File: src/rtl/circle_plotter_if.sv
// Interface between the control/location logic and the disc rasteriser.
// The master requests a draw; the slave reports status and drives the pixel-write bus.
interface circle_plotter_if;
    logic        start;
    logic        erase;
    logic [8:0]  cx;
    logic [7:0]  cy;
    logic [14:0] colour_in;
    logic        busy;
    logic        done;
    logic [8:0]  x_out;
    logic [7:0]  y_out;
    logic [14:0] colour_out;
    logic        plot;

    modport master (
        output start, erase, cx, cy, colour_in,
        input  busy, done, x_out, y_out, colour_out, plot
    );

    modport slave (
        input  start, erase, cx, cy, colour_in,
        output busy, done, x_out, y_out, colour_out, plot
    );
endinterface

File: src/rtl/circle_plotter.sv
// Rasterises one filled disc of RADIUS around (cx,cy), scanning the bounding
// square row-major and emitting one candidate pixel per clock to vga_adapter.
module circle_plotter #(
    parameter int RADIUS   = 8,
    parameter int SCREEN_W = 320,
    parameter int SCREEN_H = 240
) (
    input  logic             clk,
    input  logic             reset,
    circle_plotter_if.slave  bus
);

    typedef enum logic [1:0] {S_IDLE, S_SCAN, S_DONE} state_t;

    localparam logic [4:0]  R_POS  = 5'(RADIUS);
    localparam logic [4:0]  R_NEG  = ~R_POS + 5'd1;
    localparam logic [9:0]  R_SQ   = 10'(RADIUS * RADIUS);
    localparam logic [10:0] X_LIM  = 11'(SCREEN_W);
    localparam logic [10:0] Y_LIM  = 11'(SCREEN_H);

    state_t      r_state, w_state_next;
    logic [8:0]  r_cx;
    logic [7:0]  r_cy;
    logic [14:0] r_colour;
    logic [4:0]  r_dx, r_dy;
    logic        r_last;
    logic        r_busy, r_done, r_plot;
    logic [8:0]  r_x_out;
    logic [7:0]  r_y_out;
    logic [14:0] r_colour_out;

    // Offsets are two's-complement; sign-extended low bits give exact squares (max 225).
    logic [9:0]  w_dx_ext, w_dy_ext, w_dx_sq, w_dy_sq, w_dist_sq;
    logic [10:0] w_sx, w_sy;
    logic        w_inside;

    assign w_dx_ext  = {{5{r_dx[4]}}, r_dx};
    assign w_dy_ext  = {{5{r_dy[4]}}, r_dy};
    assign w_dx_sq   = w_dx_ext * w_dx_ext;
    assign w_dy_sq   = w_dy_ext * w_dy_ext;
    assign w_dist_sq = w_dx_sq + w_dy_sq;
    assign w_sx      = {2'b00, r_cx} + {{6{r_dx[4]}}, r_dx};
    assign w_sy      = {3'b000, r_cy} + {{6{r_dy[4]}}, r_dy};
    assign w_inside  = (w_dist_sq <= R_SQ)
                     && !w_sx[10] && (w_sx < X_LIM)
                     && !w_sy[10] && (w_sy < Y_LIM);

    // NOTE: sequential state uses non-blocking assignments so every register samples pre-edge values.
    always_ff @(posedge clk or posedge reset) begin
        if (reset) r_state <= S_IDLE;
        else       r_state <= w_state_next;
    end

    // NOTE: default assigned first so no path through this block infers a latch.
    always_comb begin
        w_state_next = r_state;
        case (r_state)
            S_IDLE:  if (bus.start) w_state_next = S_SCAN;
            S_SCAN:  if (r_last)    w_state_next = S_DONE;
            S_DONE:                 w_state_next = S_IDLE;
            default:                w_state_next = S_IDLE;
        endcase
    end

    always_ff @(posedge clk or posedge reset) begin
        if (reset) begin
            r_cx         <= '0;
            r_cy         <= '0;
            r_colour     <= '0;
            r_dx         <= R_NEG;
            r_dy         <= R_NEG;
            r_last       <= 1'b0;
            r_busy       <= 1'b0;
            r_done       <= 1'b0;
            r_plot       <= 1'b0;
            r_x_out      <= '0;
            r_y_out      <= '0;
            r_colour_out <= '0;
        end else begin
            case (r_state)
                S_IDLE: begin
                    r_plot <= 1'b0;
                    r_done <= 1'b0;
                    r_busy <= 1'b0;
                    if (bus.start) begin
                        r_cx     <= bus.cx;
                        r_cy     <= bus.cy;
                        r_colour <= bus.erase ? 15'h0000 : bus.colour_in;
                        r_dx     <= R_NEG;
                        r_dy     <= R_NEG;
                        r_last   <= 1'b0;
                        r_busy   <= 1'b1;
                    end
                end
                S_SCAN: begin
                    if (r_last) begin
                        r_plot <= 1'b0;
                        r_done <= 1'b1;
                    end else begin
                        r_x_out      <= w_sx[8:0];
                        r_y_out      <= w_sy[7:0];
                        r_colour_out <= r_colour;
                        r_plot       <= w_inside;
                        if (r_dx == R_POS) begin
                            r_dx <= R_NEG;
                            if (r_dy == R_POS) r_last <= 1'b1;
                            else               r_dy   <= r_dy + 5'd1;
                        end else begin
                            r_dx <= r_dx + 5'd1;
                        end
                    end
                end
                default: begin
                    r_plot <= 1'b0;
                    r_done <= 1'b0;
                    r_busy <= 1'b0;
                end
            endcase
        end
    end

    assign bus.busy       = r_busy;
    assign bus.done       = r_done;
    assign bus.plot       = r_plot;
    assign bus.x_out      = r_x_out;
    assign bus.y_out      = r_y_out;
    assign bus.colour_out = r_colour_out;

endmodule
File: src/flat_wrapper.sv
// flat-port wrapper written by rule: the top's interface ports become plain ports
module circle_plotter_flat 
#(
    parameter int RADIUS   = 8,
    parameter int SCREEN_W = 320,
    parameter int SCREEN_H = 240
)
  (clk, reset, bus_start, bus_erase, bus_cx, bus_cy, bus_colour_in, bus_busy, bus_done, bus_x_out, bus_y_out, bus_colour_out, bus_plot);
  circle_plotter_if bus_i ();
  input  logic clk;
  input  logic reset;
  input wire logic [$bits(bus_i.start)-1:0] bus_start;
  input wire logic [$bits(bus_i.erase)-1:0] bus_erase;
  input wire logic [$bits(bus_i.cx)-1:0] bus_cx;
  input wire logic [$bits(bus_i.cy)-1:0] bus_cy;
  input wire logic [$bits(bus_i.colour_in)-1:0] bus_colour_in;
  output wire logic [$bits(bus_i.busy)-1:0] bus_busy;
  output wire logic [$bits(bus_i.done)-1:0] bus_done;
  output wire logic [$bits(bus_i.x_out)-1:0] bus_x_out;
  output wire logic [$bits(bus_i.y_out)-1:0] bus_y_out;
  output wire logic [$bits(bus_i.colour_out)-1:0] bus_colour_out;
  output wire logic [$bits(bus_i.plot)-1:0] bus_plot;
  assign bus_i.start = bus_start;
  assign bus_i.erase = bus_erase;
  assign bus_i.cx = bus_cx;
  assign bus_i.cy = bus_cy;
  assign bus_i.colour_in = bus_colour_in;
  assign bus_busy = bus_i.busy;
  assign bus_done = bus_i.done;
  assign bus_x_out = bus_i.x_out;
  assign bus_y_out = bus_i.y_out;
  assign bus_colour_out = bus_i.colour_out;
  assign bus_plot = bus_i.plot;
  circle_plotter #(.RADIUS(RADIUS), .SCREEN_W(SCREEN_W), .SCREEN_H(SCREEN_H)) u_core (.clk(clk), .reset(reset), .bus(bus_i));
endmodule
File: config.mk
export PLATFORM = sky130hd
export DESIGN_NAME = circle_plotter_flat
export DESIGN_NICKNAME = d
export VERILOG_FILES = /design/src/rtl/circle_plotter_if.sv /design/src/rtl/circle_plotter.sv /design/src/flat_wrapper.sv
export SDC_FILE = /design/constraint.sdc
export NUM_CORES = 1
export LEC_CHECK = 0
export CAP_MARGIN = 30
export CORE_UTILIZATION = 50
export CTS_BUF_LIST = sky130_fd_sc_hd__clkbuf_4 sky130_fd_sc_hd__clkbuf_8
export DETAILED_ROUTE_END_ITERATION = 8
export DONT_BUFFER_PORTS = 1
export RECOVER_POWER = 50
export SETUP_SLACK_MARGIN = 0.4
export SKIP_CTS_REPAIR_TIMING = 1
export SLEW_MARGIN = 10
export SYNTH_ARGS = -nofsm -noshare
export SYNTH_HDL_FRONTEND = slang
export SYNTH_SLANG_ARGS = --single-unit
export TNS_END_PERCENT = 10
File: constraint.sdc
create_clock -name clk -period 6.08 [get_ports clk]
set_input_delay 1.52 -clock clk [delete_from_list [all_inputs] [get_ports clk]]
set_output_delay 1.52 -clock clk [all_outputs]
set_load 0.02 [all_outputs]
Word-level counts from Yosys, hierarchy flattened
Index checks and enable logic that the tools add are counted.
{"block": "op_classes", "n_addsub": 5, "n_mul": 2, "div": 0, "magnitude_cmp": 3, "n_eq_ne": 8, "shifts": 0, "muxes": 23, "n_bitwise": 1, "reduce_logical": 14}
{"op": "2-to-1 mux 5 bit", "count": 6}
{"op": "multiplier 5 x 5 -> 10 bit", "count": 2}
{"op": "case mux 5 bit (2 select lines)", "count": 2}
{"op": "2-to-1 mux 15 bit", "count": 1}
{"op": "adder 10 x 5 -> 11 bit", "count": 1}
{"op": "< comparator 11 x 8 -> 1 bit (second input constant)", "count": 1}
{"op": "< comparator 11 x 9 -> 1 bit (second input constant)", "count": 1}
{"op": "adder 10 bit", "count": 1}
{"op": "adder 5 x 1 -> 5 bit (second input constant)", "count": 2}
{"op": "adder 9 x 5 -> 10 bit", "count": 1}
{"op": "equality test 5 x 4 -> 1 bit (second input constant)", "count": 2}
{"op": "less-or-equal comparator 10 x 7 -> 1 bit (second input constant)", "count": 1}
{"op": "2-to-1 mux 1 bit", "count": 9}
{"op": "AND reduction 2 bit", "count": 4}
{"op": "inequality test 2 bit (second input constant)", "count": 3}
{"op": "AND reduction 5 bit", "count": 1}
{"op": "logical AND 1 bit", "count": 4}
{"op": "2-to-1 mux 2 bit", "count": 2}
{"op": "inequality test 2 x 1 -> 1 bit (second input constant)", "count": 2}
{"op": "case mux 1 bit (2 select lines)", "count": 2}
{"op": "case mux 2 bit (2 select lines)", "count": 1}
{"op": "AND reduction 3 bit", "count": 1}
{"op": "equality test 2 x 1 -> 1 bit (second input constant)", "count": 1}
{"op": "zero test 1 bit", "count": 2}
{"op": "3 further kinds", "count": 3}
{"block": "word_totals", "reg_bits": 80, "latchBits": 0, "ram_bits": 0, "mem_bits_ro": 0, "input_bits": 36, "out_inout_bits": 35, "wordCells": 69, "n_memories": 0}

Logic depth before layout (Yosys ltp)
{"block": "logic_depth", "ltp_word": 9, "depth_mapped": 19, "ltp_nobuf": 19}

Least setup slack after synthesis
Ideal clock, no wire load.
{"block": "synth_timing", "path_type": "flip-flop to flip-flop", "start": "register u_core.r_dy[4]", "end": "register u_core.r_plot, in the netlist u_core.bus.plot", "setup_time_ps": 101, "arrival_time_ps": 5302, "setup_slack_ps": 677, "stages_incl_launch_ff": 16, "path_buffers": 1, "synth_period_minus_slack_ps": 5403, "path_cell_list": "dfstp_2 -> clkbuf_1 -> nand2_1 -> fa_1 -> fa_1 -> fa_1 -> fa_1 -> inv_1 -> fa_1 -> fa_1 -> or4_4 -> o32ai_2 -> nand2b_1 -> a41oi_2 -> nand4_1 -> nor4_1"}
{"block": "synth_via", "elab_chain_cells": 9, "elab_cells_between_ends": 12, "cone_classes": "2 x add/sub; 1 x mul; 2 x order compare; 2 x mux; 5 x reduce/logical"}
{"element": "from (decl)", "line": "circle_plotter.sv:25", "text": "logic [4:0] r_dx, r_dy;"}
{"element": "from (signal assigned)", "line": "circle_plotter.sv:107", "text": "else r_dy <= r_dy + 5'd1;"}
{"element": "multiplier 5 x 5 -> 10 bit", "line": "circle_plotter.sv:40", "text": "assign w_dy_sq = w_dy_ext * w_dy_ext;"}
{"element": "adder 10 bit", "line": "circle_plotter.sv:41", "text": "assign w_dist_sq = w_dx_sq + w_dy_sq;"}
{"element": "less-or-equal comparator 10 x 7 -> 1 bit", "line": "circle_plotter.sv:44", "text": "assign w_inside = (w_dist_sq <= R_SQ)"}
{"element": "logical AND 1 bit (2 in series)", "line": "circle_plotter.sv:45", "text": "&& !w_sx[10] && (w_sx < X_LIM)"}
{"element": "logical AND 1 bit", "line": "circle_plotter.sv:46", "text": "&& !w_sy[10] && (w_sy < Y_LIM);"}
{"element": "logical AND 1 bit *", "line": "circle_plotter.sv:46"}
{"element": "2-to-1 mux 1 bit *", "line": "circle_plotter.sv:96", "text": "if (r_last) begin"}
{"element": "2-to-1 mux 1 bit *", "line": "circle_plotter.sv:80", "text": "case (r_state)"}
{"element": "to (signal assigned)", "line": "circle_plotter.sv:103", "text": "r_plot <= w_inside;"}
{"element": "to (decl)", "line": "circle_plotter.sv:27", "text": "logic r_busy, r_done, r_plot;"}
Every way passes the cells marked *; elsewhere a longest branch is shown, timed or not.
A chain may end at the register's enable or synchronous reset.

Worst setup path after layout
{"block": "layout_timing", "start": "register u_core.r_dy[0]", "end": "register u_core.r_plot, in the netlist u_core.bus.plot"}
The elaborated chain is that of the path after synthesis.

==> summary.md <==
| Metric | Value |
|---|---|
| Synth top area cells | dfrtp_1 34%, fa_1 14%, ha_1 11%, nand2_1 10%, inv_1 4.5% |
| Area Growth Syn to Fin | 6.71% |
| Most used cell, CP | fa_1 |
| Achievable frequency | 0.188 GHz |
| Initial antenna violation count | 0 |
| CP endpoint kind | register |
| Global-route wire length before repair | 20300 um |
| Clock Latency Late Sink | 0.36 ns |
| HPWL Detailed | 8960 um |
| Initial Utilization | 51.7% |
| GRT overflow | 0 |
| Max-slew headroom | -77.2% |
| Status | finished with violations |
| EDFF count, synth | 0 |
| Setup TNS | 0 ns |
| Crit path max fanout | 9 |
| Crit-path cells | nand2_2 -> fa_1 -> fa_1 -> fa_1 -> fa_1 -> inv_1 -> fa_1 -> fa_1 -> a21o_1 -> a21oi_1 -> o21ai_0 -> a21oi_1 -> xnor2_1 -> nand4_1 -> nor4_1 |
| Failing checks | max-capacitance violations, max-slew violations |
| Core box area | 10900 sq um |
| Worst slew pin tran | 2.66 ns |
| Die Ht | 108 um |
| Synthesis-stage register bit count | 80 |
| Vias per cell | 5.29 |
| Setup violations, final | 0 |
| Synth Instances | 619 |
| Final period util | 87.7% |
| Hold path start | u_core.r_colour[7] |
| Routed WL per cell | 15.3 um |
| Hold Vio Cnt, Final | 0 |
| Diodes inserted | 0 |
| Final Slew Violations | 52 |
| Critical path class | register to register |
| Class of the tightest hold or removal check | register to register |
| Crit path from | u_core.r_dy[0] |
| Ports | 71 |
| Nets | 742 |
| Initial DRC count | 202 |
| Layout cells sized above 1 | 5.45% |
| Worst-path clk slew | 0.09 ns |
| Remaining DRCs | 0 |
| Total GRT Usage | 22.7% |
| Final worst slack | 0.749 ns |
| Synth Flop Type | dfrtp_1 |
| Num CTS Buffers | 9 |
| Max stage delay cell, worst path | dfrtp_1 |
| Startpoint types | register |
| Antenna Violating Nets Remaining | 0 |
| Synthesized Nets | 742 |
| 1st-pass router iterations | 4 |
| Yosys top cell by area | dfrtp_1 |
| Max-cap violations | 1 |
| Synth warn | 0 |
| Die Span X | 108 um |
| Post-Layout Inst Area | 6010 sq um |
| Post-synthesis instance area | 5630 sq um |
| Asr flop ratio synth | 100% |
| Clock sink count | 80 |
| Placed Area | 5770 sq um |
| Reg2Reg Launch Point | u_core.r_dy[0] |
| Pre-CTS WS | 0.675 ns |
| DIE AREA | 11700 sq um |
| Detailed Route WL | 11700 um |
| Critical Path AT | 5.58 ns |
| Synth top area share | 33.8% |
| CP top delay family | adder cells |
| Fillers | 1019 |
| CTS Buffer Depth | 2 |
| Worst path bufs/invs | 1 |
| RSZ-0062 raised after global routing | false |
| Final Skew | 0.00962 ns |
| Vias | 4040 |
| Sequential fraction of the synthesis area | 35.6% |
| Largest net degree at the start of global routing | 52 |
| Port-buffer cells | 0 |
| Post-synth cell types | 44 |
| Final design utilization | 55.2% |
| Clock root cell | clkbuf_8 |
| Rows | 38 |
| H-tree depth | 3 |
| Tmin final | 5.33 ns |
| Critical Path RT | 6.33 ns |
| Mean Syn Cell Area | 9.10 sq um |
| Final Wtd Congestion | 0.857 |
| CTS tree | built |
| CP max stage delay | 0.61 ns |
| Vias in the first global route | 4100 |
worst paths after layout:
path                                            endpoint  slack (ns)  depth (start not counted)
worst max-delay path                     u_core.bus.plot        0.75                         15
worst min-delay path            u_core.bus.colour_out[7]        0.47                          2
worst max register to register           u_core.bus.plot        0.75                         15
worst min register to register  u_core.bus.colour_out[7]        0.47                          2
max in group asynchronous                 u_core.r_dx[1]        1.75                          2
min in group asynchronous            u_core.bus.x_out[8]        1.30                          1
layout make-up:
| type | instances | area [sq um] | area share [%] |
|---|---|---|---|
| clock buffers | 11 | 145 | 2.42 |
| clock inverters | 5 | 65.1 | 1.08 |
| flip-flops and latches | 80 | 2010 | 33.5 |
| well taps | 140 | 175 | 2.92 |
| inverters | 67 | 253 | 4.21 |
| repair buffers | 5 | 42.5 | 0.708 |
| multi-input cells | 456 | 3320 | 55.2 |
cells by family (layout without fill, tap and decap cells):
| family | after synthesis | count (layout) | synth area share (%) |
|---|---|---|---|
| DFF | 80 | 80 | 35.6 |
| buffers and inverters | 83 | 88 | 5.53 |
| xor gates and xnor gates | 29 | 29 | 4.51 |
| and+or+nand+nor | 244 | 244 | 19.3 |
| adders and majority gates | 87 | 87 | 24.5 |
| AOI/OAI and AO/OA | 96 | 96 | 10.5 |
cells in the final DEF (no fill, tap or decap), drive strengths merged, types with 3 or more instances in the layout:
cell type    n
xor2        12
dfrtp       76
nand3        6
a31oi        7
a21o         5
xnor2       17
a211oi       4
nor3         5
nand2      155
a21oi       13
o211ai       3
buf          3
clkinvlp     3
o31ai        4
ha          48
or3          4
inv         67
nor2b        7
and2        10
dfstp        4
clkbuf      13
nor2        23
nor4         4
nand2b      24
fa          39
o21a         4
o21ai       46
sequential cells by signal (all words and copies together), names as in the netlist:
signal                 cells
u_core.bus.busy            1
u_core.r_cx                9
u_core.bus.y_out           8
u_core.bus.plot            1
u_core.bus.colour_out     15
u_core.bus.x_out           9
u_core.r_dx                5
u_core.r_dy                5
u_core.bus.done            1
u_core.r_colour           15
u_core.r_last              1
u_core.r_cy                8
u_core.r_state             2
layer usage:
layer  track usage, %  vias up  routed length (um)  share of wire, %
met5                0        -                   0                 0
met1             30.2     1948                5350                46
met4             6.16        0                 140               1.2
met2             36.2       85                5570                48
met3             6.45       10                 661               5.6
li1                 -     1997                   -                 -
cell usage after synthesis, drive strengths merged, types with 3 or more instances:
cell,instances
dfstp,4
a21oi,13
or3,4
xnor2,17
nand2b,24
o21ai,46
dfrtp,76
o21a,4
a211oi,4
o31ai,4
nor2,23
fa,39
a31oi,7
clkbuf,16
nor4,4
nand2,155
ha,48
inv,67
nor3,5
and2,10
xor2,12
o211ai,3
nand3,6
nor2b,7
a21o,5
worst reg2reg max path, cell delays in order (launching register included):
cell	delay, ns
dfrtp_1	0.61
nand2_2	0.20
fa_1	0.55
fa_1	0.43
fa_1	0.50
fa_1	0.55
inv_1	0.05
fa_1	0.52
fa_1	0.50
a21o_1	0.21
a21oi_1	0.23
o21ai_0	0.12
a21oi_1	0.20
xnor2_1	0.14
nand4_1	0.11
nor4_1	0.31
through the flow:
step           hold slack [ns]  instances
2_1_floorplan            0.439        619
3_3_place_gp             0.447        746
3_5_place_dp             0.459        746
4_1_cts                  0.469        762
5_1_grt                  0.501        764
6_report                 0.465        764
Power is left out: the tool's default activity adds up to more than one toggle a clock period on the data nets, which glitch-free logic cannot reach.
